===== src/rtl/cp0_exc_ctrl.sv =====
// ---------------------------------------------------------------------------
// cp0_exc_ctrl
//
// Coprocessor-0 exception controller sitting at the consuming end of the
// MEM-stage exception flags. It arbitrates synchronous exceptions and
// level-sensitive hardware interrupts. It also holds the SR, Cause, EPC and
// PRId registers. It raises req in the same cycle so that the whole pipeline
// can flush and the MEM-stage PC register can load the handler vector.
// It also serves mfc0/mtc0 and supplies EPC for eret.
//
// Ports
//   clk        rising-edge clock
//   reset      asynchronous, active-low reset (0 = reset)
//   mem_pc     PC of the instruction in MEM; 0 marks a bubble
//   mem_bd     MEM instruction sits in a branch delay slot
//   adel_if    fetch address error
//   adel_ld    load address error
//   ades       store address error
//   ov         arithmetic overflow
//   ri         reserved instruction
//   syscall    syscall instruction
//   hw_int     external interrupt lines, level-sensitive
//   cp0_we     mtc0 in MEM
//   cp0_addr   CP0 register number (rd field)
//   cp0_wdata  mtc0 write data
//   eret       eret in MEM
//   req        take exception/interrupt this cycle (combinational)
//   cp0_rdata  mfc0 read data (combinational, pre-edge values)
//   epc_out    EPC for the eret redirect, with mtc0 bypass
// ---------------------------------------------------------------------------
module cp0_exc_ctrl #(
  parameter logic [31:0] PRID = 32'h2022_1106
) (
  input  logic        clk,
  input  logic        reset,
  input  logic [31:0] mem_pc,
  input  logic        mem_bd,
  input  logic        adel_if,
  input  logic        adel_ld,
  input  logic        ades,
  input  logic        ov,
  input  logic        ri,
  input  logic        syscall,
  input  logic [5:0]  hw_int,
  input  logic        cp0_we,
  input  logic [4:0]  cp0_addr,
  input  logic [31:0] cp0_wdata,
  input  logic        eret,
  output logic        req,
  output logic [31:0] cp0_rdata,
  output logic [31:0] epc_out
);

  localparam logic [4:0] ADDR_SR    = 5'd12;
  localparam logic [4:0] ADDR_CAUSE = 5'd13;
  localparam logic [4:0] ADDR_EPC   = 5'd14;
  localparam logic [4:0] ADDR_PRID  = 5'd15;

  localparam logic [4:0] EXC_INT  = 5'd0;
  localparam logic [4:0] EXC_ADEL = 5'd4;
  localparam logic [4:0] EXC_ADES = 5'd5;
  localparam logic [4:0] EXC_SYS  = 5'd8;
  localparam logic [4:0] EXC_RI   = 5'd10;
  localparam logic [4:0] EXC_OV   = 5'd12;

  // SR fields; all other SR bits are hard-wired to zero
  logic [5:0]  r_srIm;
  logic        r_srExl;
  logic        r_srIe;
  // Cause fields
  logic        r_causeBd;
  logic [5:0]  r_causeIp;
  logic [4:0]  r_excCode;
  // Exception PC
  logic [31:0] r_epc;

  logic        w_intReq;
  logic        w_excReq;
  logic        w_anyExc;
  logic [4:0]  w_excCode;
  logic [31:0] w_epcNext;
  logic [31:0] w_sr;
  logic [31:0] w_cause;
  logic        w_wrSr;
  logic        w_wrEpc;

  // Interrupts are never taken on a bubble because it has no PC to
  // return to. Exceptions always come from a real instruction. EXL masks
  // both, so handlers never nest.
  assign w_anyExc = adel_if | adel_ld | ades | ov | ri | syscall;
  assign w_intReq = (|(hw_int & r_srIm)) & r_srIe & ~r_srExl & (mem_pc != 32'd0);
  assign w_excReq = w_anyExc & ~r_srExl;
  assign req      = w_intReq | w_excReq;

  // Fetch-side errors precede anything the instruction itself could raise.
  // Data-side address errors come last because the access never happens.
  always_comb begin
    w_excCode = EXC_INT;
    if (w_intReq)     w_excCode = EXC_INT;
    else if (adel_if) w_excCode = EXC_ADEL;
    else if (ri)      w_excCode = EXC_RI;
    else if (ov)      w_excCode = EXC_OV;
    else if (syscall) w_excCode = EXC_SYS;
    else if (adel_ld) w_excCode = EXC_ADEL;
    else if (ades)    w_excCode = EXC_ADES;
  end

  // A delay-slot instruction restarts at its branch, one word earlier.
  // Wrap-around is intentional; no alignment correction is applied.
  assign w_epcNext = mem_bd ? (mem_pc - 32'd4) : mem_pc;

  // A taken exception squashes any mtc0 in MEM.
  assign w_wrSr  = cp0_we & (cp0_addr == ADDR_SR)  & ~req;
  assign w_wrEpc = cp0_we & (cp0_addr == ADDR_EPC) & ~req;

  assign w_sr    = {16'd0, r_srIm, 8'd0, r_srExl, r_srIe};
  assign w_cause = {r_causeBd, 15'd0, r_causeIp, 3'd0, r_excCode, 2'd0};

  always_comb begin
    cp0_rdata = 32'd0;
    case (cp0_addr)
      ADDR_SR:    cp0_rdata = w_sr;
      ADDR_CAUSE: cp0_rdata = w_cause;
      ADDR_EPC:   cp0_rdata = r_epc;
      ADDR_PRID:  cp0_rdata = PRID;
      default:    cp0_rdata = 32'd0;
    endcase
  end

  // This bypass covers an mtc0 EPC followed by eret in the same cycle.
  // The handler can then redirect to the freshly written value.
  assign epc_out = w_wrEpc ? cp0_wdata : r_epc;

  // The interrupt-pending bits follow the lines every cycle. A taken
  // exception takes precedence over mtc0 and eret. When eret and an mtc0 to
  // SR coincide, the written bits land first and eret then clears EXL.
  always_ff @(posedge clk or negedge reset) begin
    if (!reset) begin
      r_srIm    <= 6'd0;
      r_srExl   <= 1'b0;
      r_srIe    <= 1'b0;
      r_causeBd <= 1'b0;
      r_causeIp <= 6'd0;
      r_excCode <= 5'd0;
      r_epc     <= 32'd0;
    end else begin
      r_causeIp <= hw_int;
      if (req) begin
        r_srExl   <= 1'b1;
        r_causeBd <= mem_bd;
        r_excCode <= w_excCode;
        r_epc     <= w_epcNext;
      end else begin
        if (w_wrSr) begin
          r_srIm  <= cp0_wdata[15:10];
          r_srExl <= cp0_wdata[1];
          r_srIe  <= cp0_wdata[0];
        end
        if (w_wrEpc) begin
          r_epc <= cp0_wdata;
        end
        if (eret) begin
          r_srExl <= 1'b0;
        end
      end
    end
  end

endmodule


===== config.mk =====
export PLATFORM = sky130hd
export DESIGN_NAME = cp0_exc_ctrl
export DESIGN_NICKNAME = d
export VERILOG_FILES = /design/src/rtl/cp0_exc_ctrl.sv
export SDC_FILE = /design/constraint.sdc
export NUM_CORES = 1
export LEC_CHECK = 0
export ABC_CLOCK_PERIOD_IN_PS = 7100
export BUFFER_PORTS_ARGS = -buffer_cell sky130_fd_sc_hd__buf_2
export CAP_MARGIN = 10
export CORE_UTILIZATION = 35
export DETAILED_ROUTE_END_ITERATION = 12
export PLACE_DENSITY_LB_ADDON = 0.05
export SKIP_LAST_GASP = 1
export SLEW_MARGIN = 5
export SYNTH_ARGS = -nofsm -noshare
export SYNTH_HDL_FRONTEND = slang
export SYNTH_SLANG_ARGS = --single-unit

===== constraint.sdc =====
create_clock -name clk -period 7.1 [get_ports clk]
set_input_delay 0 -clock clk [delete_from_list [all_inputs] [get_ports clk]]
set_output_delay 0 -clock clk [all_outputs]
set_load 0.02 [all_outputs]

==> reports/results.txt, run 1 <==
Row count -> 37
Hold Buf Count CTS -> 32
Compound-gate portion of the synthesized area -> 6.93%
Seq cells post-synth -> 51
DR pass1 iterations -> 4
Placed cell count -> 630
Vias in the first global route -> 3472
Top cell type by total area after synthesis -> dfrtp_1
Initial antenna violation count -> 0
Final HPWL DP -> 7.89 mm
Commonest non-fill, non-tap cell in the layout -> buf_2
GPL Wtd Cong -> 0.807
Max-cap violations -> 0
I/O pins -> 151
Top cell type's share of synthesized area -> 33.8%
Dominant cells by area after synthesis -> dfrtp_1, mux2i_1, mux2_4
Buffers from clock root to sink, at most -> 2
Synth Cell Area -> 3770 um^2
Share of layout cells above drive strength 1 -> 39.2%
Core Area -> 10400 um^2
Finish-stage setup viols -> 0
Fmax -> 0.263 GHz
Vias per inst -> 5.15
Initial Util -> 36.4%
Max rail drop VDD -> 0.000135 V
Met3 Use GR -> 3.09%
Clock Skew -> 11.2 ps
Crit start category -> input pin
First-iteration detailed-routing DRC count -> 135
CP endpoint kind -> primary output
Simple-Gate Fraction of Synth Area -> 15.3%
Setup total negative slack -> 0 ps
Distinct cells, synth -> 41
Postcts setup bufs -> 0
Adder-Cell Fraction of Synth Area -> 0.664%
Mux cell area share after synthesis -> 32.1%
Area grow syn2layout -> 32.1%
Antenna diode count -> 0
Req. time, crit path -> 7100 ps
Num Clock Sinks -> 51
Static leakage -> 2.62 nW
Met1 Use GR -> 27.5%
Crit path DAT -> 3800 ps
Met2 Resource Use GR -> 34.6%
Synth Instances -> 366
Vias -> 3445
Hold Crit Class -> in -> reg
Fin crit period -> 3800 ps
Synth Flop Type -> dfrtp_1
Remaining antenna violation count after routing -> 0
Post-CTS sizing -> 0
Sequential area share after synthesis -> 33.8%
I/O Buffers -> 150
H-tree lvl count -> 2
GR peak layer -> met2
Run status -> finished clean
CTS tree -> done
XOR/XNOR Fraction of Synth Area -> 6.50%
Commonest cells after routing, fill and taps aside -> buf_2, mux2i_1, dfrtp_1
Worst-path fanout max -> 32
Total GRT Usage -> 20.5%
Fin. Hold Viols -> 0
Pwr dens -> 286 nW/um^2
Max-slew headroom -> 23.1%
Root buf cell -> clkbuf_8
Syn Nets -> 454
Main combinational cell family by area after synthesis -> multiplexers
Reg clk slew, reported paths -> 100 ps
WS Path Type -> in -> out
Die Area -> 11200 um^2
Drt total wl -> 11.3 mm
DR WL/cell -> 17.0 um
Non-Filler Instances -> 669
Worst Tran Pin Value -> 1150 ps
Worst skew pair latency -> 310 ps
Mapped Avg Cell Area -> 10.3 um^2
Die Ht -> 106 um
Final #Nets -> 621
CTS Buf Count -> 5
Post-synth EDFFs -> 0
Largest net degree at the start of global routing -> 52
Die Wd -> 106 um
Synth Warn # -> 0
First-pass GRT wire length -> 18.0 mm
Final worst path period share -> 53.6%
Residual DRC -> 0
Asr flop ratio synth -> 100%
RSZ-0062 raised after global routing -> false
Total gr overflow -> 0
Slew Limit Fails -> 0
-- final cells by class --
class | instances | area, um^2
clock buffer | 6 | 82.6
clock inverter | 1 | 5.00
fill | 1016 | 5390
inverter | 6 | 22.5
multi-input combinational | 285 | 2340
sequential | 51 | 1280
tap | 136 | 170
timing repair buffer | 184 | 1090
-- synthesized netlist by cell type, types with 9 or more instances --
cell type,number
a22oi_1,9
nand2_1,21
nor2_1,18
mux2i_1,60
clkbuf_1,16
mux2_4,30
o21ai_0,16
and3_1,15
nor3_1,15
dfrtp_1,51
xnor2_1,22
mux2_2,13
a21oi_1,14
-- final timing paths --
kind,start,endpoint,slack [ps],depth (start not counted)
worst min register to register,r_causeBd$_DFFE_PN0P_,r_causeBd$_DFFE_PN0P_,520,1
max in group asynchronous,reset,r_epc[7]$_DFF_PN0_,6280,3
worst max register to register,r_srIm[1]$_DFFE_PN0P_,r_epc[22]$_DFF_PN0_,3950,6
worst max-delay path,mem_pc[27],epc_out[0],3300,8
worst min-delay path,mem_pc[16],r_epc[16]$_DFF_PN0_,1,3
min in group asynchronous,reset,r_epc[23]$_DFF_PN0_,360,3
-- per-stage QoR --
step,cell area (um^2),worst slack (ps),util [%],hold WS (ps),power [W]
6_report,4980,3300,48.0,1.06,0.00142
5_1_grt,4980,3140,48.0,1.84,0.00152
4_1_cts,4980,3220,48.0,1.75,0.00144
3_5_place_dp,4570,3400,44.1,124,0.00123
3_3_place_gp,4570,3460,44.1,123,0.00123
2_1_floorplan,3770,4370,-,-296,0.00101
-- per-layer routing --
layer  wire length (um)  vias to the layer above
li1                   -                     1658
met1               5270                     1673
met2               5390                      101
met3                511                       13
met4                170                        0
met5                  0                        -
-- cell families after synthesis --
group | after synthesis
compound gates | 44
buf+inv | 30
simple gates | 107
xor+xnor | 28
fa+ha+maj | 2
mux | 104
flops | 51
-- critical path, cell delays in order --
cell	delay [ps]
dlygate4sd3_1	530
buf_2	130
or4_1	460
or4_1	490
o41a_1	540
or3_2	1010
mux2_2	480
buf_2	160
-- sequential cells by signal (all words and copies together) (netlist names) --
signal	flops
r_causeBd	1
r_srExl	1
r_causeIp	6
r_srIm	6
r_srIe	1
r_epc	32
r_excCode	4
-- where the power goes --
part	internal, W	switching [W]	leakage [nW]
clock	0.0000769	0.000100	0.0470
combinational	0.000369	0.000367	1.96
sequential	0.000412	0.0000997	0.608
No activity file was read; power rests on OpenSTA's default activity.
==> run 2, diff against run 1 <==
- ABC_CLOCK_PERIOD_IN_PS: 7100 -> 3900
- clock period: 7.1 -> 3.9 ns (I/O delays scaled with it)
==> reports/results.txt, run 2 (synthesis gave the netlist of run 1 again) <==
Die Area -> 11200 um^2
Total gr overflow -> 0
Final #Nets -> 635
Crit path buffers/inverters -> 4
Worst skew pair latency -> 310 ps
CP endpoint kind -> flip-flop
R2r setup slk -> 830 ps
CTS tree -> done
First-pass GRT wire length -> 18.0 mm
Residual DRC -> 0
CP endpoint -> r_epc[21]$_DFF_PN0_
Worst-path fanout max -> 22
GPL Wtd Cong -> 0.801
Worst Tran Pin Value -> 839 ps
Max-slew headroom -> 44.0%
Buffers from clock root to sink, at most -> 2
DR pass1 iterations -> 4
CTS Buf Count -> 5
Reg clk slew, reported paths -> 100 ps
Max rail drop VDD -> 0.000267 V
Vias -> 3419
Postcts setup bufs -> 0
Max-cap violations -> 0
Row count -> 37
Top Family by Delay on Critical Path -> buffers and inverters
Req. time, crit path -> 4100 ps
Non-Filler Instances -> 685
I/O pins -> 151
Placed cell count -> 635
Final setup margin -> 262 ps
Fill count -> 1018
Largest register FFs -> 32
Static leakage -> 2.69 nW
Commonest non-fill, non-tap cell in the layout -> buf_2
CP startpoint -> mem_pc[16]
Crit path DAT -> 3840 ps
FF-to-FF End -> r_epc[21]$_DFF_PN0_
Final worst path period share -> 93.3%
Clock Skew -> 9.35 ps
Die Ht -> 106 um
WS Path Type -> in -> reg
Fin crit period -> 3640 ps
Setup total negative slack -> 0 ps
Fmax -> 0.275 GHz
Die Wd -> 106 um
Run status -> finished clean
Final HPWL DP -> 8.17 mm
Largest net degree at the start of global routing -> 52
Share of layout cells above drive strength 1 -> 39.2%
Hold wc startpoint -> cp0_wdata[20]
Finish-stage setup viols -> 0
RSZ-0062 raised after global routing -> false
Hold Crit Class -> in -> reg
DR WL/cell -> 16.9 um
Most repeated library cell on the critical path -> dlygate4sd3_1
Cell count of the worst reg-to-reg path -> 7
Num Clock Sinks -> 51
Vias per inst -> 4.99
FF-to-FF Start -> r_srIm[1]$_DFFE_PN0P_
Drt total wl -> 11.5 mm
Critical path cell sequence -> dlygate4sd3_1 -> buf_2 -> or3_1 -> or4_4 -> o41a_1 -> nand2b_2 -> buf_4 -> mux2i_1 -> dlygate4sd3_1
Largest stage delay, worst path -> 590 ps
Root buf cell -> clkbuf_8
Pwr dens -> 531 nW/um^2
Vias in the first global route -> 3404
Initial Util -> 36.4%
Fin. Hold Viols -> 0
Biggest registers after layout -> r_epc (32), r_causeIp (6), r_srIm (6)
Commonest cells after routing, fill and taps aside -> buf_2, mux2i_1, dfrtp_1
Worst path depth -> 9
Crit start category -> input pin
First-iteration detailed-routing DRC count -> 105
Hold slack -> 4.12 ps
Slowest cell on crit path -> nand2b_2
Largest reg by FF count -> r_epc
Remaining antenna violation count after routing -> 0
Slew Limit Fails -> 0
Initial antenna violation count -> 1
H-tree lvl count -> 2
Pre-CTS setup slack -> 770 ps
Area grow syn2layout -> 36.8%
Total GRT Usage -> 20.7%
Core Area -> 10400 um^2
I/O Buffers -> 150
[run 2: cell types whose count changed in the layout (fill, tap and decap cells not counted)]
cell	previous run	this run
buf_4	2	7
bufinv_16	0	2
clkbuf_8	6	5
clkinv_2	1	0
clkinvlp_4	0	1
diode_2	0	1
dlygate4sd3_1	32	41
[run 2: final cells by class]
class | instances | area, um^2 | share of cell area [%]
Timing Repair Buffer | 198 | 1210 | 23.5
Clock inverter | 3 | 67.6 | 1.31
Tap cell | 136 | 170 | 3.30
Clock buffer | 5 | 68.8 | 1.33
Multi-Input combinational cell | 285 | 2340 | 45.3
Inverter | 6 | 22.5 | 0.437
Sequential cell | 51 | 1280 | 24.7
Antenna cell | 1 | 2.50 | 0.0485
[run 2: worst min-delay path by stage]
stage / end / slack [ps] / depth (start not counted)
after floorplan: r_causeBd$_DFFE_PN0P_ / -300 / 0
after global placement: r_causeIp[2]$_DFF_PN0_ / 120 / 1
after detailed placement: r_causeIp[4]$_DFF_PN0_ / 120 / 1
after CTS: r_epc[23]$_DFF_PN0_ / 0.8 / 3
after global routing: r_epc[30]$_DFF_PN0_ / 3 / 3
final: r_epc[20]$_DFF_PN0_ / 4 / 3
[run 2: metrics by stage]
step,instance area (um^2),util [%],total power [W]
after floorplan,3770,-,0.00185
after global placement,4610,44.4,0.00223
after detailed placement,4610,44.4,0.00225
after CTS,5160,49.7,0.00277
after global routing,5160,49.7,0.00292
final,5160,49.7,0.00274
[run 2: what timing repair did]
action | 4_1_cts | 5_1_grt
hold buffers | 41 | 0
hold endpoints to repair | 87 | 0
gates resized for setup | 0 | 0
[run 2: worst register-to-register path: cells and delay by family, from the launching register on]
family | cells | cell delay (ps)
DFF | 1 | 400
buffers and inverters | 2 | 890
and+or+nand+nor | 1 | 670
muxes | 1 | 200
AOI/OAI and AO/OA | 3 | 870
[run 2: report_power, final]
part	total (W)	switching, W	internal [W]	leakage (nW)
Combinational	0.00136	0.000667	0.000695	2.02
Clock	0.000446	0.000190	0.000256	0.0644
Sequential	0.000932	0.000181	0.000750	0.608
[run 2: metal layers]
metal / share of wire [%] / track usage (%) / routed length (um) / vias to the layer above
met5: 0 / 0 / 0 / -
met4: 0.89 / 3.77 / 103 / 0
met3: 5.6 / 3.15 / 648 / 7
met2: 47 / 35.6 / 5460 / 99
met1: 46 / 27.6 / 5330 / 1624
li1: - / - / - / 1689
